## src/rtl/instr_encoder_pkg.sv

```systemverilog
// Shared encodings for the program loader: op classes, RV32I major opcodes,
// the canonical NOP word and the loader FSM states.
package instr_enc_pkg;

   typedef enum logic [2:0] {
      OP_R      = 3'd0,
      OP_I      = 3'd1,
      OP_LOAD   = 3'd2,
      OP_STORE  = 3'd3,
      OP_BRANCH = 3'd4
   } op_class_e;

   // Major opcodes, kept identical to the ones the control decoder matches on
   localparam logic [6:0] OPC_OP     = 7'b0110011;
   localparam logic [6:0] OPC_OP_IMM = 7'b0010011;
   localparam logic [6:0] OPC_LOAD   = 7'b0000011;
   localparam logic [6:0] OPC_STORE  = 7'b0100011;
   localparam logic [6:0] OPC_BRANCH = 7'b1100011;

   localparam logic [31:0] NOP_WORD = 32'h0000_0013;

   typedef enum logic [1:0] {
      ST_RUN  = 2'd0,
      ST_PAD  = 2'd1,
      ST_DONE = 2'd2
   } state_e;

endpackage

```

## src/rtl/instr_encoder_if.sv

```systemverilog
// Request channel into the instruction encoder: decoded fields plus
// valid/ready handshake and the end-of-program strobe.
interface instr_encoder_if;
   logic        req_valid;
   logic        req_ready;
   logic [2:0]  op;
   logic [4:0]  rd;
   logic [4:0]  rs1;
   logic [4:0]  rs2;
   logic [2:0]  funct3;
   logic [6:0]  funct7;
   logic [12:0] imm;
   logic        finish;

   modport master (
      output req_valid, op, rd, rs1, rs2, funct3, funct7, imm, finish,
      input  req_ready
   );

   modport slave (
      input  req_valid, op, rd, rs1, rs2, funct3, funct7, imm, finish,
      output req_ready
   );
endinterface

```

## src/rtl/instr_encoder_field_pack.sv

```systemverilog
// Combinational packer: decoded fields to a 32-bit RV32I word, plus a flag
// for op classes that have no encoding here.
module instr_field_pack
   import instr_enc_pkg::*;
(
   input  logic [2:0]  op,
   input  logic [4:0]  rd,
   input  logic [4:0]  rs1,
   input  logic [4:0]  rs2,
   input  logic [2:0]  funct3,
   input  logic [6:0]  funct7,
   input  logic [12:0] imm,
   output logic [31:0] word,
   output logic        illegal
);

   always_comb begin
      word    = '0;
      illegal = 1'b0;
      case (op)
         OP_R:      word = {funct7, rs2, rs1, funct3, rd, OPC_OP};
         OP_I:      word = {imm[11:0], rs1, funct3, rd, OPC_OP_IMM};
         OP_LOAD:   word = {imm[11:0], rs1, funct3, rd, OPC_LOAD};
         OP_STORE:  word = {imm[11:5], rs2, rs1, funct3, imm[4:0], OPC_STORE};
         // Branch offsets are halfword-aligned, so imm[0] never reaches the word
         OP_BRANCH: word = {imm[12], imm[10:5], rs2, rs1, funct3,
                            imm[4:1], imm[11], OPC_BRANCH};
         default:   illegal = 1'b1;
      endcase
   end

endmodule

```

## src/rtl/instr_encoder.sv

```systemverilog
// On-chip program loader: packs decoded requests into RV32I words and writes
// them sequentially to instruction memory. Define INSTR_ENCODER_NOP_PAD_EN to
// fill the remaining memory with NOPs after finish.
module instr_encoder
   import instr_enc_pkg::*;
#(
   parameter int IMEM_DEPTH = 256,
   parameter int ADDR_W     = 32,
   localparam int CW        = $clog2(IMEM_DEPTH) + 1
) (
   input  logic              clk_i,
   input  logic              rst_i,
   instr_encoder_if.slave    req,
   output logic              imem_we_o,
   output logic [ADDR_W-1:0] imem_addr_o,
   output logic [31:0]       imem_data_o,
   output logic [CW-1:0]     count_o,
   output logic              full_o,
   output logic              done_o,
   output logic              err_o
);

   localparam logic [CW-1:0] DEPTH_C = CW'(IMEM_DEPTH);

   state_e            state_reg;
   logic [31:0]       packed_word;
   logic              illegal_op;
   logic              accept;
   logic [CW-1:0]     count_inc;
   logic [ADDR_W-1:0] addr_cur;

   instr_field_pack u_pack (
      .op      (req.op),
      .rd      (req.rd),
      .rs1     (req.rs1),
      .rs2     (req.rs2),
      .funct3  (req.funct3),
      .funct7  (req.funct7),
      .imm     (req.imm),
      .word    (packed_word),
      .illegal (illegal_op)
   );

   assign req.req_ready = (state_reg == ST_RUN) && !full_o && rst_i;
   assign accept        = req.req_valid && req.req_ready;
   assign count_inc     = count_o + 1'b1;
   assign addr_cur      = ADDR_W'({count_o, 2'b00});

   always_ff @(posedge clk_i) begin
      if (!rst_i) begin
         state_reg   <= ST_RUN;
         imem_we_o   <= 1'b0;
         imem_addr_o <= '0;
         imem_data_o <= '0;
         count_o     <= '0;
         full_o      <= 1'b0;
         done_o      <= 1'b0;
         err_o       <= 1'b0;
      end else begin
         imem_we_o <= 1'b0;
         case (state_reg)
            ST_RUN: begin
               if (accept) begin
                  if (illegal_op) begin
                     err_o <= 1'b1;
                  end else begin
                     imem_we_o   <= 1'b1;
                     imem_addr_o <= addr_cur;
                     imem_data_o <= packed_word;
                     count_o     <= count_inc;
                     full_o      <= (count_inc == DEPTH_C);
                  end
               end
               if (req.finish) begin
`ifdef INSTR_ENCODER_NOP_PAD_EN
                  // Fullness must include a write accepted on this same edge
                  if (full_o || (accept && !illegal_op && count_inc == DEPTH_C)) begin
                     state_reg <= ST_DONE;
                     done_o    <= 1'b1;
                  end else begin
                     state_reg <= ST_PAD;
                  end
`else
                  state_reg <= ST_DONE;
                  done_o    <= 1'b1;
`endif
               end
            end
`ifdef INSTR_ENCODER_NOP_PAD_EN
            ST_PAD: begin
               // PAD is left on the write that fills memory, so it never sees full_o
               imem_we_o   <= 1'b1;
               imem_addr_o <= addr_cur;
               imem_data_o <= NOP_WORD;
               count_o     <= count_inc;
               full_o      <= (count_inc == DEPTH_C);
               if (count_inc == DEPTH_C) begin
                  state_reg <= ST_DONE;
                  done_o    <= 1'b1;
               end
            end
`endif
            default: begin
               state_reg <= state_reg;
            end
         endcase
      end
   end

endmodule
```

## src/flat_wrapper.sv

```systemverilog
// flat-port wrapper written by rule: the top's interface ports become plain ports
module instr_encoder_flat import instr_enc_pkg::*;
#(
   parameter int IMEM_DEPTH = 256,
   parameter int ADDR_W     = 32,
   localparam int CW        = $clog2(IMEM_DEPTH) + 1
)
  (clk_i, rst_i, imem_we_o, imem_addr_o, imem_data_o, count_o, full_o, done_o, err_o, req_req_valid, req_op, req_rd, req_rs1, req_rs2, req_funct3, req_funct7, req_imm, req_finish, req_req_ready);
  instr_encoder_if req_i ();
  input  logic clk_i;
  input  logic rst_i;
  output logic imem_we_o;
  output logic [ADDR_W-1:0] imem_addr_o;
  output logic [31:0] imem_data_o;
  output logic [CW-1:0] count_o;
  output logic full_o;
  output logic done_o;
  output logic err_o;
  input wire logic [$bits(req_i.req_valid)-1:0] req_req_valid;
  input wire logic [$bits(req_i.op)-1:0] req_op;
  input wire logic [$bits(req_i.rd)-1:0] req_rd;
  input wire logic [$bits(req_i.rs1)-1:0] req_rs1;
  input wire logic [$bits(req_i.rs2)-1:0] req_rs2;
  input wire logic [$bits(req_i.funct3)-1:0] req_funct3;
  input wire logic [$bits(req_i.funct7)-1:0] req_funct7;
  input wire logic [$bits(req_i.imm)-1:0] req_imm;
  input wire logic [$bits(req_i.finish)-1:0] req_finish;
  output wire logic [$bits(req_i.req_ready)-1:0] req_req_ready;
  assign req_i.req_valid = req_req_valid;
  assign req_i.op = req_op;
  assign req_i.rd = req_rd;
  assign req_i.rs1 = req_rs1;
  assign req_i.rs2 = req_rs2;
  assign req_i.funct3 = req_funct3;
  assign req_i.funct7 = req_funct7;
  assign req_i.imm = req_imm;
  assign req_i.finish = req_finish;
  assign req_req_ready = req_i.req_ready;
  instr_encoder #(.IMEM_DEPTH(IMEM_DEPTH), .ADDR_W(ADDR_W)) u_core (.clk_i(clk_i), .rst_i(rst_i), .req(req_i), .imem_we_o(imem_we_o), .imem_addr_o(imem_addr_o), .imem_data_o(imem_data_o), .count_o(count_o), .full_o(full_o), .done_o(done_o), .err_o(err_o));
endmodule
```

## config.mk

```make
export PLATFORM = sky130hd
export DESIGN_NAME = instr_encoder_flat
export DESIGN_NICKNAME = d
export VERILOG_FILES = /design/src/rtl/instr_encoder_pkg.sv /design/src/rtl/instr_encoder_if.sv /design/src/rtl/instr_encoder_field_pack.sv /design/src/rtl/instr_encoder.sv /design/src/flat_wrapper.sv
export SDC_FILE = /design/constraint.sdc
export NUM_CORES = 1
export LEC_CHECK = 0
export ABC_CLOCK_PERIOD_IN_PS = 3300
export BUFFER_PORTS_ARGS = -buffer_cell sky130_fd_sc_hd__buf_2
export CAP_MARGIN = 20
export CORE_UTILIZATION = 50
export CTS_CLUSTER_SIZE = 8
export DETAILED_ROUTE_END_ITERATION = 12
export PLACE_DENSITY = 0.85
export SKIP_LAST_GASP = 1
export SLEW_MARGIN = 20
export SYNTH_ARGS = -nofsm -noshare
export SYNTH_HDL_FRONTEND = slang
export SYNTH_SLANG_ARGS = --single-unit
```

## constraint.sdc

```tcl
create_clock -name clk_i -period 3.3 [get_ports clk_i]
set_input_delay 0.99 -clock clk_i [delete_from_list [all_inputs] [get_ports clk_i]]
set_output_delay 0.99 -clock clk_i [all_outputs]
set_load 0.005 [all_outputs]
```

Word level (Yosys, flattened, before mapping)
Index checks and enable logic that the tools add are counted.

storage, ports and cells
  register bits = 54
  output and inout bits = 78

operators by class
  equal/unequal tests = 5
  reduce and logical (&&, ||, !) cells = 11
  bitwise gates (word level) = 1
  $add $sub $neg = 1
  mux-type cells = 2

operators with widths
  cell                   count
  $pmux W32 S5           1
  $add A9 B1 Y9 const B  1
  $eq A9 B9 Y1 const B   1
  $reduce_and A3 Y1      3
  $eq A3 B2 Y1 const B   2
  $reduce_or A5 Y1       1
  $eq A3 B1 Y1 const B   1
  $eq A3 B3 Y1 const B   1
  $logic_and A1 B1 Y1    3
  $logic_not A3 Y1       1
  $logic_not A2 Y1       1
  $reduce_and A2 Y1      1
  $logic_not A1 Y1       1
  $mux W1                1
  $not A1 Y1             1

Longest topological paths before layout
Gate-level depths: netlist of the first run.

  depth in word-level cells = 5
  gate-level depth with buffers = 9

Modules after synthesis
Synthesis of the first run repeated with hierarchy kept, for this count alone.

second synthesis, totals
  cell total of the unflattened synthesis = 380
  area, all modules = 3183.1 um^2

by module, submodules not included
  module            cells each  sequential area each (um^2)  area an instance (um^2)  instances
  instr_encoder     283         1081.0                       2424.8                   1
  instr_field_pack  97          0.0                          758.2                    1

Least setup slack after synthesis of the first run
No wires, ideal clock.

  path type = input to output
  from = input port rst_i
  to = output port req_req_ready
  data required time = 2310 ps
  path buffers = 1
  setup slack = 975 ps
  arrival = 1335 ps
  stages on the path = 2
  path through = buf_4 > nor3b_1

between the ends
  cells in the longest elaborated chain, start to end = 1

ends and longest elaborated chain
  what                 line                 text
  from (decl)          flat_wrapper.sv:11   input logic rst_i;
  $logic_and A1 B1 Y1  instr_encoder.sv:44  assign req.req_ready = (state_reg == ST_RUN) && !full_o && rst_i;
  to (decl)            flat_wrapper.sv:28   output wire logic [$bits(req_i.req_ready)-1:0] req_req_ready;

No other way between the ends.

Final worst setup path of the first run
  from = input port rst_i
  to = register u_core.full_o

between the ends
  cells in the longest elaborated chain, start to end = 3

ends and longest elaborated chain
  what                                line                 text
  $logic_and A1 B1 Y1                 instr_encoder.sv:44
  $logic_and A1 B1 Y1                 instr_encoder.sv:45  assign accept = req.req_valid && req.req_ready;
  $reduce_and A3 Y1 (no source line)  n/a
  to (signal assigned)                instr_encoder.sv:71  full_o <= (count_inc == DEPTH_C);
  to (decl)                           instr_encoder.sv:18  output logic full_o,

Several ways; a longest one is shown, not always the timed one.
A chain may end at the register's enable or synchronous reset.

==> out/qor.txt, run 1 <==
RSZ-0062 raised after global routing: false
Max IR drop VDD: 0.2259 mV
Status: completed
Pwr dens: 402.1 nW/µm²
Num CTS Buffers: 5
CP max stage cell: and4bb_1
Routed len/inst: 12.53 µm
Worst setup endpoint: u_core.full_o
Psw: 0.0002886 W
R2R setup slack: 1160 ps
Detail Placement HPWL: 3914 µm
CP Data Required Time: 3530 ps
Nets: 417
Crit path cell chain: buf_2, and4bb_1, nand2_4, inv_4, o2111ai_2, o31ai_2
Die Ht: 74.41 µm
Highest clock rate: 403.7 MHz
Setup tns final: 0 ps
Worst hold-check path type: register to register
Mapped Cells: 288
Sw frac: 0.2340
Pleak: 1.534 nW
Initial DRC Count: 142
Final Hold Viols: 0
Clock share of power: 0.359
Hold path startpoint: u_core.imem_data_o[14]
Actual slew at the worst max-slew pin: 657.3 ps
Vias/cell: 5.027
Crit path max-delay family: simple AND/OR/NAND/NOR gates
Crit path launch type: primary input
CP Class: primary input to register
R2R depth: 5
Origin of the worst setup path: rst_i
Arr. time, crit path: 2710 ps
Worst-path fanout max: 47
Rel. slew slack: 0.5594
Fin. max-slew vios: 0
Worst path depth: 6
Grt ovf: 0
Commonest non-fill, non-tap cells in the layout: buf_2, dfxtp_1, nand2_1, conb_1, nor2b_1
Tmin final: 2477 ps
Max-Cap Viols: 0
Post-route antenna net violation count: 0
Initial Utilization: 0.5372
RD Place Congestion: 0.8717
Layout cells sized above 1: 0.3019
Largest cells by area after synthesis: dfxtp_1, buf_4, nand2_1
Number of global-route vias before repair: 1926
Combinational power share: 0.118
Commonest non-fill, non-tap cell in the layout: buf_2
DP Worst Slack: 532.0 ps
IO Count: 123
Die Area: 5536 µm²
Number of synthesized register bits: 51
CTS resizes: 0
Final setup violation count: 0
First-pass GRT wire length: 8901 µm
Sequential power share: 0.522
Cell variety after synth: 41
Buf/Inv on CP: 2
Mean post-synth cell area: 9.102 µm²
Number of I/O port buffers: 97
Cell Area, Synth: 2621 µm²
Filler instances: 419
Top cell type by total area after synthesis: dfxtp_1
Clock Tree Root: clkbuf_8
Pint: 0.0009450 W
Final Cycle Share: 0.7506
Final Core Density: 0.6287
Largest net degree at the start of global routing: 54
Ant. Diodes: 0
Core area: 4880 µm²
Yosys warnings: 0
FF-to-FF Start: u_core.full_o
Initial antenna violation count: 0
Final setup margin: 822.9 ps
Drt total wl: 5487 µm
Worst-path clk slew: 90 ps
1st-pass router iterations: 4
Synth-to-layout area growth: 17.04%
Delay of the slowest critical-path stage: 460 ps
FF-to-FF End: u_core.full_o
CTS Hold Bufs: 0
Critical Path Sink Type: register
Clk_skew: 8.402 ps
FP Rows: 25
Residual DRC count: 0
CTS tree: yes
CTS H-tree lvls: 2
Vias: 2202
GRT Overall Usage: 0.2106
Post-CTS Setup Inserts: 0
Die W: 74.41 µm
Sequential area share after synthesis: 0.3895
Clk Latency, worst-skew pair: 310 ps
Count of clock tree sinks: 51
Top-area cell type share of the netlist area: 0.3895
Clk buf depth: 2
==> routing by layer <==
metal | GRT usage | vias up | wire, µm
li1 | - | 1115 | -
met1 | 0.2796 | 981 | 2490
met2 | 0.3313 | 96 | 2512
met3 | 0.05556 | 10 | 387
met4 | 0.07338 | 0 | 97
met5 | 0 | - | 0
==> state kept, by name, indices dropped and copies added, names as in the netlist <==
| signal | count |
|---|---|
| u_core.imem_data_o | 29 |
| u_core.count_o | 9 |
| u_core.imem_addr_o | 9 |
| u_core.done_o | 1 |
| u_core.err_o | 1 |
| u_core.full_o | 1 |
| u_core.imem_we_o | 1 |
==> metrics by stage <==
| stage | cell area [µm²] | total power [W] | hold WS, ps | cells |
|---|---|---|---|---|
| floorplan | 2711 | 0.0007754 | 451.4 | 312 |
| global placement | 2950 | 0.0008004 | 438.0 | 430 |
| detailed placement | 2950 | 0.0008040 | 446.3 | 430 |
| CTS | 3068 | 0.001243 | 459.3 | 438 |
| global route | 3068 | 0.001296 | 478.2 | 438 |
| finish | 3068 | 0.001234 | 453.9 | 438 |
==> cell families (layout without fill, tap and decap cells) <==
| kind of cell | Yosys count | in the layout | share of synthesized area |
|---|---|---|---|
| AOI/OAI and AO/OA | 66 | 66 | 0.2019 |
| adders and majority gates | 2 | 2 | 0.009545 |
| other | 1 | 25 | 0.001431 |
| buffers and inverters | 48 | 107 | 0.1313 |
| and+or+nand+nor | 102 | 102 | 0.2014 |
| xor gates and xnor gates | 8 | 8 | 0.02673 |
| DFF | 51 | 51 | 0.3895 |
| muxes | 10 | 10 | 0.03819 |
==> power by group through the flow <==
| stage | sequential, W | combinational, W | clock (W) |
|---|---|---|---|
| 6_report | 0.000645 | 0.000146 | 0.000443 |
| 5_1_grt | 0.000647 | 0.000164 | 0.000484 |
| 3_5_place_dp | 0.000659 | 0.000145 | 0 |
| 2_1_floorplan | 0.000660 | 0.000116 | 0 |
| 3_3_place_gp | 0.000658 | 0.000142 | 0 |
| 4_1_cts | 0.000645 | 0.000146 | 0.000453 |
==> area by class of cell <==
class                           count  area [µm²]  area share
Tap cell                           67       83.83     0.02732
Timing Repair Buffer               98       493.0      0.1607
Sequential cell                    51        1021      0.3328
Multi-Input combinational cell    213        1346      0.4388
Clock inverter                      2       35.03     0.01142
Inverter                            1       6.256    0.002039
Clock buffer                        6       82.58     0.02692
==> cell usage after synthesis (all sizes together) <==
cell type and count:
nor3 4, o21ai 1, o2111ai 1, nand2b 2
buf 38, and4bb 1, and3 2, a21oi 8
nand2 50, o21a 5, conb 1, o221ai 5
a21boi 20, and3b 2, and4 2, nor2 3
xnor2 7, ha 2, a31oi 7, clkbuf 9
nand4bb 1, a222oi 5, o211a 12, o211ai 1
or3 1, nand3 6, xor2 1, inv 1
nand4 3, nor3b 1, dfxtp 51, and2 7
o31ai 1, mux2i 10, nor2b 17
==> worst reg2reg max path, cell delays in order (launching register included) <==
cell and delay (ps):
dfxtp_1 360, and4bb_1 540, nand2_4 280, inv_4 420, o2111ai_2 230, o31ai_2 240
==> worst min path at each step <==
stage,slack (ps),to,cells past startpoint
2_1_floorplan,450,u_core.imem_addr_o[10],2
3_3_place_gp,440,u_core.imem_addr_o[10],2
3_5_place_dp,450,u_core.imem_data_o[14],2
4_1_cts,460,u_core.imem_data_o[14],2
5_1_grt,480,u_core.imem_data_o[14],2
6_report,450,u_core.imem_data_o[14],2
Power figures use the tool's default switching activity.
==> run 2, diff against run 1 <==
--- a/config.mk
+++ b/config.mk
@@ -5,13 +5,13 @@
 export SDC_FILE = /design/constraint.sdc
 export NUM_CORES = 1
 export LEC_CHECK = 0
-export ABC_CLOCK_PERIOD_IN_PS = 3300
+export ABC_CLOCK_PERIOD_IN_PS = 2400
 export BUFFER_PORTS_ARGS = -buffer_cell sky130_fd_sc_hd__buf_2
 export CAP_MARGIN = 20
-export CORE_UTILIZATION = 50
+export CORE_UTILIZATION = 47
 export CTS_CLUSTER_SIZE = 8
 export DETAILED_ROUTE_END_ITERATION = 12
-export PLACE_DENSITY = 0.85
+export PLACE_DENSITY = 0.81
 export SKIP_LAST_GASP = 1
 export SLEW_MARGIN = 20
 export SYNTH_ARGS = -nofsm -noshare
==> constraint.sdc (replaced) <==
create_clock -name clk_i -period 2.4 [get_ports clk_i]
set_input_delay 0.72 -clock clk_i [delete_from_list [all_inputs] [get_ports clk_i]]
set_output_delay 0.72 -clock clk_i [all_outputs]
set_load 0.005 [all_outputs]
==> run 2 against run 1 <==
  * Final cell count up 2.1%
  * Sequential share of layout area down 0.28 points
  * Cell area up 0.86%
  * Die area up 6.2%
  * Sequential power up 38%
  * Setup slack worse by 310 ps
  * Register-to-register slack worse by 450 ps
  * Global-route usage down 1.1 points
  * Non-clock buffer count up 6
  * Clock power up 16%
  * Critical path type is now primary input to output port
==> out/qor.txt, run 2 (same netlist as run 1, synthesis figures left out) <==
Status: completed
Core area: 5238 µm² (+7.3%)
Post-DP Area: 2999 µm² (+1.7%)
Largest registers: u_core.imem_data_o: 29 flops, u_core.count_o: 9 flops, u_core.imem_addr_o: 9 flops
Cell repeated most along the worst path: buf_2
Pleak: 1.551 nW (+1.1%)
Filler instances: 478 (+14%)
Final Core Density: 0.5908 (-0.03794)
Critical Path Sink Type: output port
Commonest non-fill, non-tap cells in the layout: buf_2, dfxtp_1, nand2_1, conb_1, nor2b_1
Rel. slew slack: 0.6278 (+0.06839)
Die W: 76.68 µm (+3.1%)
Pwr dens: 519.7 nW/µm² (+29%)
FF-to-FF Start: u_core.count_o[0]
Top reg by flops: u_core.imem_data_o
CP max stage cell: nor3b_1
Arr. time, crit path: 1170 ps (-1540 ps)
Max IR drop VDD: 0.3272 mV (+45%)
Num CTS Buffers: 5 (unchanged)
FP Rows: 26 (+4.0%)
Worst-path clk slew: 90 ps (about the same)
Multi-input logic area: 1346 µm² (unchanged)
Max-Cap Viols: 0 (unchanged)
CP Class: primary input to output port
Highest clock rate: 530.2 MHz
Origin of the worst setup path: rst_i
CP Data Required Time: 1680 ps (-1850 ps)
Crit path cell chain: buf_2, nor3b_1, buf_2
Drt total wl: 5710 µm (+4.1%)
Post-CTS Setup Inserts: 0 (unchanged)
Largest net degree at the start of global routing: 38 (-30%)
Design area: 3094 µm² (+0.86%)
Buf/Inv on CP: 2 (unchanged)
Clk Latency, worst-skew pair: 300 ps (about the same)
Tmin final: 1886 ps
Max reg flops: 29 (unchanged)
1st-pass router iterations: 5 (+1)
Initial antenna violation count: 0 (unchanged)
Die Ht: 76.68 µm (+3.1%)
Worst-path fanout max: 6 (-87%)
Count of clock tree sinks: 51 (unchanged)
Die Area: 5880 µm² (+6.2%)
Delay of the slowest critical-path stage: 180 ps (-280 ps)
R2R depth: 5 (unchanged)
Clk_skew: 5.150 ps (-3.252 ps)
Crit path launch type: primary input
FF-to-FF End: u_core.full_o
Worst hold-check path type: register to register
Vias/cell: 5.036 (+0.17%)
Crit path max-delay family: buffers and inverters
RD Place Congestion: 0.8388 (-3.8%)
Layout cells sized above 1: 0.3103 (+0.008458)
Actual slew at the worst max-slew pin: 554.0 ps (-103.3 ps)
Post-route antenna net violation count: 0 (unchanged)
R2R setup slack: 710 ps (-450 ps)
CTS H-tree lvls: 2 (unchanged)
Vias: 2251 (+2.2%)
CTS Hold Bufs: 0 (unchanged)
RSZ-0062 raised after global routing: false
Final Hold Viols: 0 (unchanged)
CTS tree: yes
Clk buf depth: 2 (unchanged)
Setup tns final: 0 ps (unchanged)
Initial Utilization: 0.5005 (-0.03670)
GRT Overall Usage: 0.1993 (-0.01131)
Nets: 423 (+1.4%)
Detail Placement HPWL: 4132 µm (+5.6%)
Number of global-route vias before repair: 2068 (+7.4%)
Number of I/O port buffers: 97 (unchanged)
Fin. max-slew vios: 0 (unchanged)
Final setup violation count: 0 (unchanged)
Worst path depth: 3 (-3)
Initial DRC Count: 110 (-23%)
Synth-to-layout area growth: 18.04%
Ant. Diodes: 0 (unchanged)
Residual DRC count: 0 (unchanged)
Reg area: 1021 µm² (unchanged)
Final Cycle Share: 0.7859
Routed len/inst: 12.77 µm (+2.0%)
Commonest non-fill, non-tap cell in the layout: buf_2
Grt ovf: 0 (unchanged)
CTS resizes: 0 (unchanged)
First-pass GRT wire length: 9480 µm (+6.5%)
Worst setup endpoint: req_req_ready
IO Count: 123 (unchanged)
Clock Tree Root: clkbuf_8
[run 2: changes by cell type in the layout (fill, tap and decap cells not counted)]
cell	change
bufinv_16	-1
clkinv_2	-1
clkinv_4	+1
buf_4	+6
clkbuf_1	+1
[run 2: worst min path at each step]
| stage | from | end | slack (ps) | cells after the start |
|---|---|---|---|---|
| 2_1_floorplan | u_core.imem_addr_o[10] | u_core.imem_addr_o[10] | 450 | 2 |
| 3_5_place_dp | u_core.imem_data_o[13] | u_core.imem_data_o[13] | 450 | 2 |
| 4_1_cts | u_core.imem_data_o[13] | u_core.imem_data_o[13] | 460 | 2 |
| 6_report | u_core.imem_data_o[13] | u_core.imem_data_o[13] | 460 | 2 |
| 5_1_grt | u_core.imem_data_o[18] | u_core.imem_data_o[18] | 480 | 2 |
| 3_3_place_gp | u_core.imem_data_o[19] | u_core.imem_data_o[19] | 440 | 2 |
[run 2: power breakdown]
group	total (W)	internal (W)	switching, W
clock network	0.000514	0.000237	0.000277
registers	0.000887	0.000871	0.0000159
logic	0.000208	0.0000971	0.000111
[run 2: worst min-delay path: cells and delay by family (launching register included)]
kind | cells | cell delay [ps]
flops | 1 | 310
compound gates | 1 | 60
simple gates | 1 | 50
[run 2: area by class of cell]
cell class              count  area share
clock inverters             1    0.002831
well taps                  70     0.02831
flip-flops and latches     51      0.3300
clock buffers               7     0.02790
inverters                   1    0.002022
repair buffers            104      0.1739
multi-input cells         213      0.4351
[run 2: layer usage]
layer	up-vias	wire length [µm]	track usage
met5	-	0	0
met4	0	56	0.06154
met2	89	2753	0.3304
met3	5	361	0.05476
li1	1128	-	-
met1	1029	2540	0.2500
[run 2: metrics by stage]
stage | hold slack [ps] | total power, W | std cells | setup slack [ps]
floorplan | 451.4 | 0.001066 | 312 | 536.6
global route | 482.8 | 0.001692 | 447 | 426.2
finish | 457.8 | 0.001608 | 447 | 513.9
detailed placement | 446.2 | 0.001114 | 439 | 255.1
global placement | 437.9 | 0.001109 | 439 | 336.0
CTS | 460.2 | 0.001629 | 447 | 508.5
==> run 3, diff against run 2 <==
--- a/config.mk
+++ b/config.mk
@@ -5,13 +5,13 @@
 export SDC_FILE = /design/constraint.sdc
 export NUM_CORES = 1
 export LEC_CHECK = 0
-export ABC_CLOCK_PERIOD_IN_PS = 2400
+export ABC_CLOCK_PERIOD_IN_PS = 1640
 export BUFFER_PORTS_ARGS = -buffer_cell sky130_fd_sc_hd__buf_2
 export CAP_MARGIN = 20
-export CORE_UTILIZATION = 47
+export CORE_UTILIZATION = 42
 export CTS_CLUSTER_SIZE = 8
 export DETAILED_ROUTE_END_ITERATION = 12
-export PLACE_DENSITY = 0.81
+export PLACE_DENSITY = 0.76
 export SKIP_LAST_GASP = 1
 export SLEW_MARGIN = 20
 export SYNTH_ARGS = -nofsm -noshare
==> constraint.sdc (replaced) <==
create_clock -name clk_i -period 1.64 [get_ports clk_i]
set_input_delay 0.492 -clock clk_i [delete_from_list [all_inputs] [get_ports clk_i]]
set_output_delay 0.492 -clock clk_i [all_outputs]
set_load 0.005 [all_outputs]
==> run 3 against run 2 <==
  * Flip-flop and latch count is the same
  * Sequential share of layout area shrank 1.5 points
  * Cell area grew 4.9%
  * Setup slack lost 450 ps
  * Global-route usage shrank 1.3 points
  * Clock power grew 45%
  * Combinational power grew 62%
  * Largest cell class unchanged
  * Non-clock buffer count grew 16
  * Final cell count grew 4.7%
  * Critical path depth grew 1
  * First-iteration DRC count grew 5.5%
  * Count of clock-buffer cells in the layout shrank 2
==> out/qor.txt, run 3 (same netlist as run 1, synthesis figures left out) <==
Status: completed
Num CTS Buffers: 5 (unchanged)
Hold_ws: 374.9 ps (-82.94 ps)
Design area: 3246 µm² (+4.9%)
Routed len/inst: 12.32 µm (-3.6%)
CTS H-tree lvls: 2 (unchanged)
Ant. Diodes: 0 (unchanged)
Clk buf depth: 2 (unchanged)
GRT Overall Usage: 0.1864 (-0.01291)
Fin. max-slew vios: 0 (unchanged)
Core area: 5956 µm² (+14%)
Met1 usage: 0.2479 (-0.002060)
Worst-path fanout max: 18 (+12)
Synth-to-layout area growth: 23.82%
Final setup violation count: 0 (unchanged)
Filler instances: 571 (+19%)
Top reg by flops: u_core.imem_data_o
Pint: 0.001744 W (+45%)
RSZ-0062 raised after global routing: true
Max reg flops: 29 (unchanged)
Hold Path Stages: 2 (unchanged)
Combinational power share: 0.141 (+0.012)
Worst-path clk slew: 100 ps (about the same)
Total power: 0.002374 W (+48%)
Post-route antenna net violation count: 0 (unchanged)
CP Class: primary input to output port
Residual DRC count: 0 (unchanged)
Cell repeated most along the worst path: buf_2
Final Hold Viols: 0 (unchanged)
FF-to-FF Start: u_core.count_o[0]
Max IR drop VDD: 0.3973 mV (+21%)
Hold Crit Endpoint: u_core.done_o
Critical Path Sink Type: output port
Worst hold-check path type: primary input to register
Pleak: 1.629 nW (+5.0%)
Vias/cell: 4.906 (-2.6%)
Delay of the slowest critical-path stage: 170 ps (about the same)
Post-CTS Setup Inserts: 0 (unchanged)
Multi-input logic area: 1351 µm² (+0.37%)
First-pass GRT wire length: 9459 µm (-0.22%)
Pwr dens: 731.4 nW/µm² (+41%)
Clock share of power: 0.313 (-0.006)
CTS Hold Bufs: 0 (unchanged)
Initial DRC Count: 116 (+5.5%)
Nets: 439 (+3.8%)
Met2 GRT Util: 0.2908 (-0.03960)
Grt ovf: 0 (unchanged)
Max-Cap Viols: 0 (unchanged)
FP Rows: 28 (+7.7%)
R2R setup slack: 100 ps (-610 ps)
Psw: 0.0006295 W (+56%)
Initial antenna violation count: 0 (unchanged)
Layout cells sized above 1: 0.3461 (+0.03571)
Detail Placement HPWL: 4335 µm (+4.9%)
IO Count: 123 (unchanged)
Commonest non-fill, non-tap cells in the layout: buf_2, dfxtp_1, nand2_1, conb_1, buf_4
CP max stage cell: nor3b_1
Tmin final: 1578 ps
Setup tns final: 0 ps (unchanged)
Highest clock rate: 633.6 MHz
CTS tree: yes
Die Area: 6561 µm² (+12%)
Global route hottest layer: met2
Sequential power share: 0.545 (-0.006)
Crit path max-delay family: buffers and inverters
Hold path startpoint: req_finish
FF-to-FF End: u_core.full_o
R2R depth: 5 (unchanged)
Largest net degree at the start of global routing: 36 (-5.3%)
Number of global-route vias before repair: 2039 (-1.4%)
Clock Tree Root: clkbuf_8
Final Cycle Share: 0.9624
Arr. time, crit path: 1090 ps (-80 ps)
Initial Utilization: 0.4401 (-0.06035)
Clk_skew: 3.761 ps (-1.390 ps)
Clk Latency, worst-skew pair: 310 ps (about the same)
1st-pass router iterations: 5 (unchanged)
Dpl cells: 460 (+4.8%)
Count of clock tree sinks: 51 (unchanged)
Buf/Inv on CP: 3 (+1)
Vias: 2296 (+2.0%)
CTS resizes: 0 (unchanged)
CP Data Required Time: 1150 ps (-530 ps)
M3 GR Usage: 0.04382 (-0.01094)
Drt total wl: 5765 µm (+0.96%)
Die Ht: 81 µm (+5.6%)
Die W: 81 µm (+5.6%)
Commonest non-fill, non-tap cell in the layout: buf_2
Crit path cell chain: buf_2, buf_8, nor3b_1, buf_2
Reg area: 1021 µm² (unchanged)
Number of I/O port buffers: 97 (unchanged)
Crit path launch type: primary input
Sw frac: 0.2652 (+0.01429)
RD Place Congestion: 0.8339 (-0.58%)
Finished Layout Cells: 468 (+4.7%)
Post-DP Area: 3138 µm² (+4.6%)
Largest registers: u_core.imem_data_o: 29 flops, u_core.count_o: 9 flops, u_core.imem_addr_o: 9 flops
-- run 3: cell types whose count changed in the layout (fill, tap and decap cells not counted), sizes merged --
cell      before  now
clkbuf         7    5
inv            1    2
buf          104  120
clkinvlp       0    2
clkinv         1    0
-- run 3: worst max-delay path by stage --
stage,from,endpoint,slack (ps),cells after the start
after floorplan,rst_i,u_core.imem_data_o[27],5,8
after global placement,rst_i,u_core.imem_data_o[27],7,7
after detailed placement,rst_i,u_core.imem_data_o[30],-60,7
after CTS,rst_i,req_req_ready,4,4
after global routing,rst_i,req_req_ready,-30,4
final,rst_i,req_req_ready,60,4
-- run 3: area by class of cell --
type / instances / share of cell area
Clock buffer: 5 / 0.02120
Inverter: 1 / 0.002699
Timing Repair Buffer: 120 / 0.2089
Clock inverter: 3 / 0.007325
Sequential cell: 51 / 0.3146
Multi-Input combinational cell: 213 / 0.4163
Tap cell: 75 / 0.02891
-- run 3: per-layer routing --
| layer | vias up | wire, µm | share of wire |
|---|---|---|---|
| li1 | 1156 | - | - |
| met5 | - | 0 | 0 |
| met1 | 1041 | 2737 | 0.47 |
| met3 | 9 | 370 | 0.064 |
| met2 | 90 | 2568 | 0.45 |
| met4 | 0 | 89 | 0.015 |
-- run 3: stage by stage --
stage | utilization | worst slack (ps)
floorplan | - | 4.611
global placement | 0.5269 | 6.982
detailed placement | 0.5269 | -55.10
CTS | 0.5424 | 3.968
global route | 0.5450 | -33.27
finish | 0.5450 | 61.64
-- run 3: power by group through the flow --
stage	logic, W	clock network (W)	registers, W
floorplan	0.000233	0	0.00133
global placement	0.000325	0	0.00132
detailed placement	0.000330	0	0.00132
CTS	0.000331	0.000771	0.00129
global route	0.000377	0.000820	0.00130
finish	0.000336	0.000744	0.00129
